File: src/rtl/pc_redirect_ctrl.sv
// pc_redirect_ctrl: fetch PC sequencer arbitrating exception, eret and branch redirects against stall.
// Optional macro BRANCH_FLUSH_EN: branch redirects also flush IF/ID (no delay slot).
module pc_redirect_ctrl #(
   parameter logic [31:0] INIT_PC   = 32'h0000_3000,
   parameter logic [31:0] EXC_PC    = 32'h0000_4180,
   parameter int          ERET_WAIT = 2
) (
   input  logic        clk,
   input  logic        rst_n,
   input  logic [31:0] F_pc_i,
   input  logic        block_i,
   input  logic        Req_i,
   input  logic [31:0] EPC_i,
   input  logic        D_eret_i,
   input  logic        br_valid_i,
   input  logic [31:0] br_target_i,
   output logic [31:0] nextPC_o,
   output logic        pc_en_o,
   output logic        F_flush_o,
   output logic        redir_pend_o
);
`ifdef BRANCH_FLUSH_EN
   localparam logic BR_FLUSH = 1'b1;
`else
   localparam logic BR_FLUSH = 1'b0;
`endif
   localparam int CW = (ERET_WAIT > 1) ? $clog2(ERET_WAIT) : 1;

   typedef enum logic [1:0] {RUN, HOLD, EWAIT} state_t;

   state_t          state_q, state_d;
   logic [31:0]     pend_tgt_q, pend_tgt_d;
   logic            pend_eret_q, pend_eret_d;
   logic [CW-1:0]   ecnt_q, ecnt_d;
   logic [31:0]     npc, br_tgt;
   logic            en, fl, rp, do_eret, do_br;

   always_ff @(posedge clk or negedge rst_n) begin
      if (!rst_n) begin
         state_q     <= RUN;
         pend_tgt_q  <= '0;
         pend_eret_q <= 1'b0;
         ecnt_q      <= '0;
      end else begin
         state_q     <= state_d;
         pend_tgt_q  <= pend_tgt_d;
         pend_eret_q <= pend_eret_d;
         ecnt_q      <= ecnt_d;
      end
   end

   always_comb begin
      state_d     = state_q;
      pend_tgt_d  = pend_tgt_q;
      pend_eret_d = pend_eret_q;
      ecnt_d      = ecnt_q;
      npc         = F_pc_i;
      en          = 1'b0;
      fl          = 1'b0;
      rp          = 1'b0;
      do_eret     = 1'b0;
      do_br       = 1'b0;
      br_tgt      = br_target_i;
      if (Req_i) begin
         npc         = EXC_PC;
         en          = 1'b1;
         fl          = 1'b1;
         pend_tgt_d  = '0;
         pend_eret_d = 1'b0;
         ecnt_d      = '0;
         state_d     = RUN;
      end else begin
         case (state_q)
            RUN: begin
               if (block_i) begin
                  pend_eret_d = D_eret_i;
                  pend_tgt_d  = br_target_i;
                  state_d     = (D_eret_i || br_valid_i) ? HOLD : RUN;
               end else begin
                  do_eret = D_eret_i;
                  do_br   = br_valid_i;
                  npc     = F_pc_i + 32'd4;
                  en      = 1'b1;
               end
            end
            HOLD: begin
               rp = 1'b1;
               if (block_i) begin
                  pend_eret_d = pend_eret_q | D_eret_i;
                  pend_tgt_d  = (br_valid_i && !pend_eret_q && !D_eret_i) ? br_target_i : pend_tgt_q;
               end else begin
                  do_eret     = pend_eret_q;
                  do_br       = !pend_eret_q;
                  br_tgt      = pend_tgt_q;
                  pend_eret_d = 1'b0;
                  pend_tgt_d  = '0;
                  state_d     = RUN;
               end
            end
            default: begin
               // EPC is sampled only on the final cycle so a late CP0 write is picked up
               if (ecnt_q == '0) begin
                  npc     = EPC_i;
                  en      = 1'b1;
                  fl      = 1'b1;
                  state_d = RUN;
               end else begin
                  ecnt_d = ecnt_q - 1'b1;
               end
            end
         endcase
         if (do_eret) begin
            if (ERET_WAIT == 0) begin
               npc     = EPC_i;
               en      = 1'b1;
               fl      = 1'b1;
               state_d = RUN;
            end else begin
               npc     = F_pc_i;
               en      = 1'b0;
               ecnt_d  = CW'(ERET_WAIT - 1);
               state_d = EWAIT;
            end
         end else if (do_br) begin
            npc     = br_tgt;
            en      = 1'b1;
            fl      = BR_FLUSH;
            state_d = RUN;
         end
      end
   end

   assign nextPC_o     = rst_n ? npc : INIT_PC;
   assign pc_en_o      = rst_n & en;
   assign F_flush_o    = rst_n & fl;
   assign redir_pend_o = rst_n & rp;

endmodule
File: config.mk
export PLATFORM = sky130hd
export DESIGN_NAME = pc_redirect_ctrl
export DESIGN_NICKNAME = d
export VERILOG_FILES = /design/src/rtl/pc_redirect_ctrl.sv
export SDC_FILE = /design/constraint.sdc
export NUM_CORES = 1
export LEC_CHECK = 0
export BUFFER_PORTS_ARGS = -buffer_cell sky130_fd_sc_hd__buf_4
export CORE_UTILIZATION = 40
export CTS_CLUSTER_DIAMETER = 30
export DETAILED_ROUTE_END_ITERATION = 6
export GPL_ROUTABILITY_DRIVEN = 0
export GPL_TIMING_DRIVEN = 0
export HOLD_SLACK_MARGIN = 0.1
export PLACE_DENSITY_LB_ADDON = 0.08
export SLEW_MARGIN = 20
export SYNTH_ARGS = -nofsm -noshare
export SYNTH_HDL_FRONTEND = slang
export SYNTH_SLANG_ARGS = --single-unit
File: constraint.sdc
create_clock -name clk -period 2.5 [get_ports clk]
set_input_delay 0.25 -clock clk [delete_from_list [all_inputs] [get_ports clk]]
set_output_delay 0.25 -clock clk [all_outputs]
set_load 0.01 [all_outputs]
Word-level counts from Yosys, hierarchy flattened --
Index checks and enable logic that the tools add are counted.
Storage, ports and cells: input port bits 102, bits in registers 36
Operators by class: $add $sub $neg 2, bitwise gates (word level) 4, muxes and demuxes 49, reductions and logical operators 11, eq/ne operators 7
Operators with widths (count):
- 2-to-1 mux 32 bit | 11
- case mux 32 bit (2 select lines) | 2
- adder 32 x 3 -> 32 bit (second input constant) | 1
- 2-to-1 mux 1 bit | 25
- 2-to-1 mux 2 bit | 6
- inequality test 5 bit (second input constant) | 2
- case mux 1 bit (2 select lines) | 4
- inequality test 6 x 2 -> 1 bit (second input constant) | 1
- inequality test 4 bit (second input constant) | 1
- case mux 2 bit (2 select lines) | 1
- AND reduction 2 bit | 2
- AND 1 bit | 3
- inequality test 3 x 1 -> 1 bit (second input constant) | 1
- inequality test 3 bit (second input constant) | 1
- AND reduction 3 bit | 1
- nonzero test 3 bit | 1
- equality test 2 x 1 -> 1 bit (second input constant) | 1
- logical AND 1 bit | 2
- zero test 1 bit | 2
- zero test 2 bit | 1
- OR reduction 2 bit | 1
- logical OR 1 bit | 1
- bitwise OR 1 bit | 1
- subtractor 1 bit (second input constant) | 1

Longest topological paths before layout --
depth after elaboration 8, gate-level depth with buffers 9

Least setup slack after synthesis --
OpenSTA, ideal clock, no wires.
path type register -> output, from reg state_q[0], to out nextPC_o[30], path slack 0.246 ns, cell stages (with the launch flop) 7, path buffers 1, data arrival time 2.004 ns, cell sequence dfrtp_1 > buf_2 > nor3b_1 > nand3_1 > nor4_1 > xnor2_1 > a2111oi_0
On the way: word-level cells in the longest chain between the ends 7
Ends and longest elaborated chain:
- start: declaration | RTL line 31 | state_t state_q, state_d;
- start signal: assignment | RTL line 45 | state_q <= state_d;
- equality test 2 x 1 -> 1 bit or zero test 2 bit (tied branches) | RTL line 73 | case (state_q)
- case mux 1 bit (2 select lines) | RTL line 73
- 2-to-1 mux 1 bit | RTL line 64 | if (Req_i) begin
- 2-to-1 mux 32 bit | RTL line 124 | end else if (do_br) begin
- 2-to-1 mux 32 bit (*) | RTL line 112 | if (do_eret) begin
- 2-to-1 mux 32 bit (*) | RTL line 64
- 2-to-1 mux 32 bit (*) | RTL line 133 | assign nextPC_o = rst_n ? npc : INIT_PC;
- end: declaration | RTL line 17 | output logic [31:0] nextPC_o,
Every way passes the cells marked *; elsewhere a longest branch is shown, timed or not. The select of a mux whose other input is x is not followed.

Final worst setup path --
from reg state_q[0], to out nextPC_o[23]
Same word-level chain as after synthesis.

==> flow_summary.ini <==
[pwr]
power_density_nw_per_um2 = 345.4
p_total_uw = 2047
leakage_uw = 0.002483
worst_ir_drop_vdd_v = 0.0001828

[final_layout]
seq_area_um2 = 902.1
nets = 739
multi_input_logic_area_um2 = 3193
fin_cells = 765
fraction_of_final_layout_cells_sized_beyond_drive_strength_1 = 0.4308
area_delta_synth_final_pct = 53.92
antennaDiodeCount = 0
fillers = 821
utilization = 0.6383

[synthesis]
synth_common_cells = sky130_fd_sc_hd__mux2i_1, sky130_fd_sc_hd__dfrtp_1, sky130_fd_sc_hd__a21oi_1, sky130_fd_sc_hd__a22o_1, sky130_fd_sc_hd__nand2_1
yosysMostFrequentCell = sky130_fd_sc_hd__mux2i_1
post_synth_instance_area_um2 = 3850
postSynthRegisterBits = 36
synth-edff-count = 0
post_synth_inst_count = 470
synth_flop_cell = sky130_fd_sc_hd__dfrtp_1
ys.warnings.count = 0
synthArstFlopShare = 1.000
yosysTopAreaCell = sky130_fd_sc_hd__dfrtp_1
synth.avg_cell_area_um2 = 8.191
post_synth_num_cell_types = 65
synthTopCellsByArea = sky130_fd_sc_hd__dfrtp_1, sky130_fd_sc_hd__mux2i_1, sky130_fd_sc_hd__a22o_1
seq_area_frac_synth = 0.2340
netlist.area_leader.share = 0.2340
postSynthNetCount = 573

[floorplanning]
floorplan.core_area_um2 = 9284
die_width_um = 100.1
die_height_um = 100.1
rows = 35
fp.dieArea_um2 = 10020
initial_utilization = 0.4147
ios = 137

[clock_tree]
numCtsBuffers = 5
clkSinkCount = 36
htreeDepth = 2
ctsRootBufferMaster = sky130_fd_sc_hd__clkbuf_8
clk_transition_reported_paths_ps = 70
cts_max_path_buffers = 2
tritoncts = built
worstSkewPairLatency_ps = 290

[critical_path]
timing.critical_path.fanout_max = 5
crit_path_start_kind = flip-flop
critPathCaptureType = output port
critical_path_arrival_ps = 2380
worstPathRequired_ps = 2250
category_of_the_most_critical_setup_path = flip-flop to output port

[routing]
drt-pass1-iter-count = 5
route.detailed.vias_per_inst = 6.488
drt-wirelength-per-cell_um = 21.99
post-route-drc-count = 0
route.final.wire_length_mm = 16.82
via_count = 4963
antenna_violating_nets_post_route = 0
drtIter0Drc = 602

[placement]
dp_cells = 730
post-dp-hpwl_mm = 11.94
numPortBuffers = 131

[global_routing]
number_of_global_route_vias_before_repair = 4581
largest_net_degree_at_the_start_of_global_routing = 37
grt_pass1_wl_mm = 24.65
grt_usage = 0.3220
gr_overflow_total = 0
antenna_violations_before_repair = 0

[sta]
setup_repair_after_global_routing_missed_its_margin = yes
maxSlewViolCount = 0
timing.slew.headroom = 0.5561
finalSetupViolations = 14
tns_ps = -693.8
finalWorstSetupSlack_ps = -125.0
skew_ps = 2.709
hold_viol_final = 0
worst_margin_pin_slew_ps = 665.8
fmax_mhz = 380.9
final_min_period_over_clock_period = 1.050
fin_crit_ps = 2625

[worst_hold_path]
hold_path.class = input port to flip-flop

[status]
failing_checks = setup timing
run_status = finished, violations left

[job]
drv_cap = 0
==> timing repair <==
item	CTS	global route
gates cloned	0	1
buffers inserted	15	16
endpoints found under the setup margin	33	32
hold buffers	2	0
pin swaps	17	34
hold endpoints to repair	36	0
gates resized for setup	76	76
==> path summary, 6_finish.rpt <==
check | to | slack (ps) | depth (start not counted) | startpoint
max | nextPC_o[23] | -130 | 6 | state_q[0]
min | pend_tgt_q[5] | 180 | 2 | br_target_i[5]
max reg2reg | pend_tgt_q[28] | 330 | 7 | state_q[1]
min reg2reg | pend_tgt_q[0] | 500 | 1 | pend_tgt_q[0]
max in group asynchronous | state_q[0] | 1670 | 3 | rst_n
min in group asynchronous | pend_tgt_q[5] | 620 | 3 | rst_n
==> worst max-delay path, cell delays in order (launching register included) <==
cell and delay (ps):
sky130_fd_sc_hd__dfrtp_2 450, sky130_fd_sc_hd__or3b_4 440, sky130_fd_sc_hd__or3_4 450, sky130_fd_sc_hd__o31a_1 260, sky130_fd_sc_hd__o31ai_2 210, sky130_fd_sc_hd__a21oi_1 100
sky130_fd_sc_hd__buf_4 180
==> final cells by class <==
| class | count | share of cell area |
|---|---|---|
| Clock inverter | 1 | 0.0008446 |
| Clock buffer | 6 | 0.01225 |
| Buffer | 38 | 0.04666 |
| Timing Repair Buffer | 164 | 0.2162 |
| Tap cell | 129 | 0.02724 |
| Inverter | 9 | 0.005701 |
| Multi-Input combinational cell | 382 | 0.5389 |
| Sequential cell | 36 | 0.1522 |
==> routing by layer <==
| layer | global-route usage | up-vias | wire length (µm) |
|---|---|---|---|
| met3 | 0.03900 | 59 | 1547 |
| li1 | - | 2189 | - |
| met2 | 0.4934 | 347 | 7683 |
| met4 | 0.1416 | 0 | 582 |
| met1 | 0.4557 | 2368 | 7009 |
| met5 | 0 | - | 0 |
==> sequential cells by signal (all words and copies together) (netlist names) <==
register     flops
pend_tgt_q      32
state_q          2
ecnt_q           1
pend_eret_q      1
==> layout by cell type, fill, tap and decap left out, types with 4 or more instances in the layout <==
master	n
sky130_fd_sc_hd__mux2i_2	6
sky130_fd_sc_hd__nand2b_1	5
sky130_fd_sc_hd__nor3_1	5
sky130_fd_sc_hd__and2_1	4
sky130_fd_sc_hd__a21o_1	4
sky130_fd_sc_hd__a22oi_1	6
sky130_fd_sc_hd__buf_12	4
sky130_fd_sc_hd__o21ai_0	19
sky130_fd_sc_hd__and4_1	4
sky130_fd_sc_hd__dfrtp_1	35
sky130_fd_sc_hd__clkbuf_1	14
sky130_fd_sc_hd__clkbuf_8	6
sky130_fd_sc_hd__xnor2_1	9
sky130_fd_sc_hd__mux2i_1	33
sky130_fd_sc_hd__o31a_1	4
sky130_fd_sc_hd__buf_2	4
sky130_fd_sc_hd__a22o_1	34
sky130_fd_sc_hd__mux2_2	11
sky130_fd_sc_hd__nand3_1	13
sky130_fd_sc_hd__a221oi_1	4
sky130_fd_sc_hd__inv_1	9
sky130_fd_sc_hd__o211ai_1	7
sky130_fd_sc_hd__buf_6	12
sky130_fd_sc_hd__clkbuf_2	6
sky130_fd_sc_hd__nor4_1	5
sky130_fd_sc_hd__nand4_1	12
sky130_fd_sc_hd__and3_1	6
sky130_fd_sc_hd__nor4_2	4
sky130_fd_sc_hd__a21oi_1	32
sky130_fd_sc_hd__o21ai_1	4
sky130_fd_sc_hd__a221oi_2	8
sky130_fd_sc_hd__mux2i_4	9
sky130_fd_sc_hd__nor2_1	13
sky130_fd_sc_hd__a211oi_1	5
sky130_fd_sc_hd__nand2_1	33
sky130_fd_sc_hd__nor2b_1	6
sky130_fd_sc_hd__buf_4	156
==> stage by stage <==
step | cell area (µm²) | worst slack [ps] | hold WS (ps)
final | 5926 | -125.0 | 184.9
after global routing | 5926 | -161.6 | 182.4
after CTS | 5500 | -127.1 | 185.3
after detailed placement | 4995 | -477.5 | 282.7
after global placement | 4995 | -488.5 | 277.4
after floorplan | 3850 | 246.5 | -45.59
==> logic make-up after synthesis <==
| family | share of synthesized area |
|---|---|
| AOI/OAI and AO/OA | 0.3208 |
| xor gates and xnor gates | 0.02730 |
| adders and majority gates | 0.003249 |
| buffers and inverters | 0.05817 |
| DFF | 0.2340 |
| muxes | 0.1657 |
| and+or+nand+nor | 0.1908 |
==> power by group <==
group          total, µW  switching (µW)  internal [µW]
logic                997             533            464
clock network        398             209            190
registers            652            32.2            620
total               2050             773           1270
Note: power is estimated with default switching activity, not from simulation.
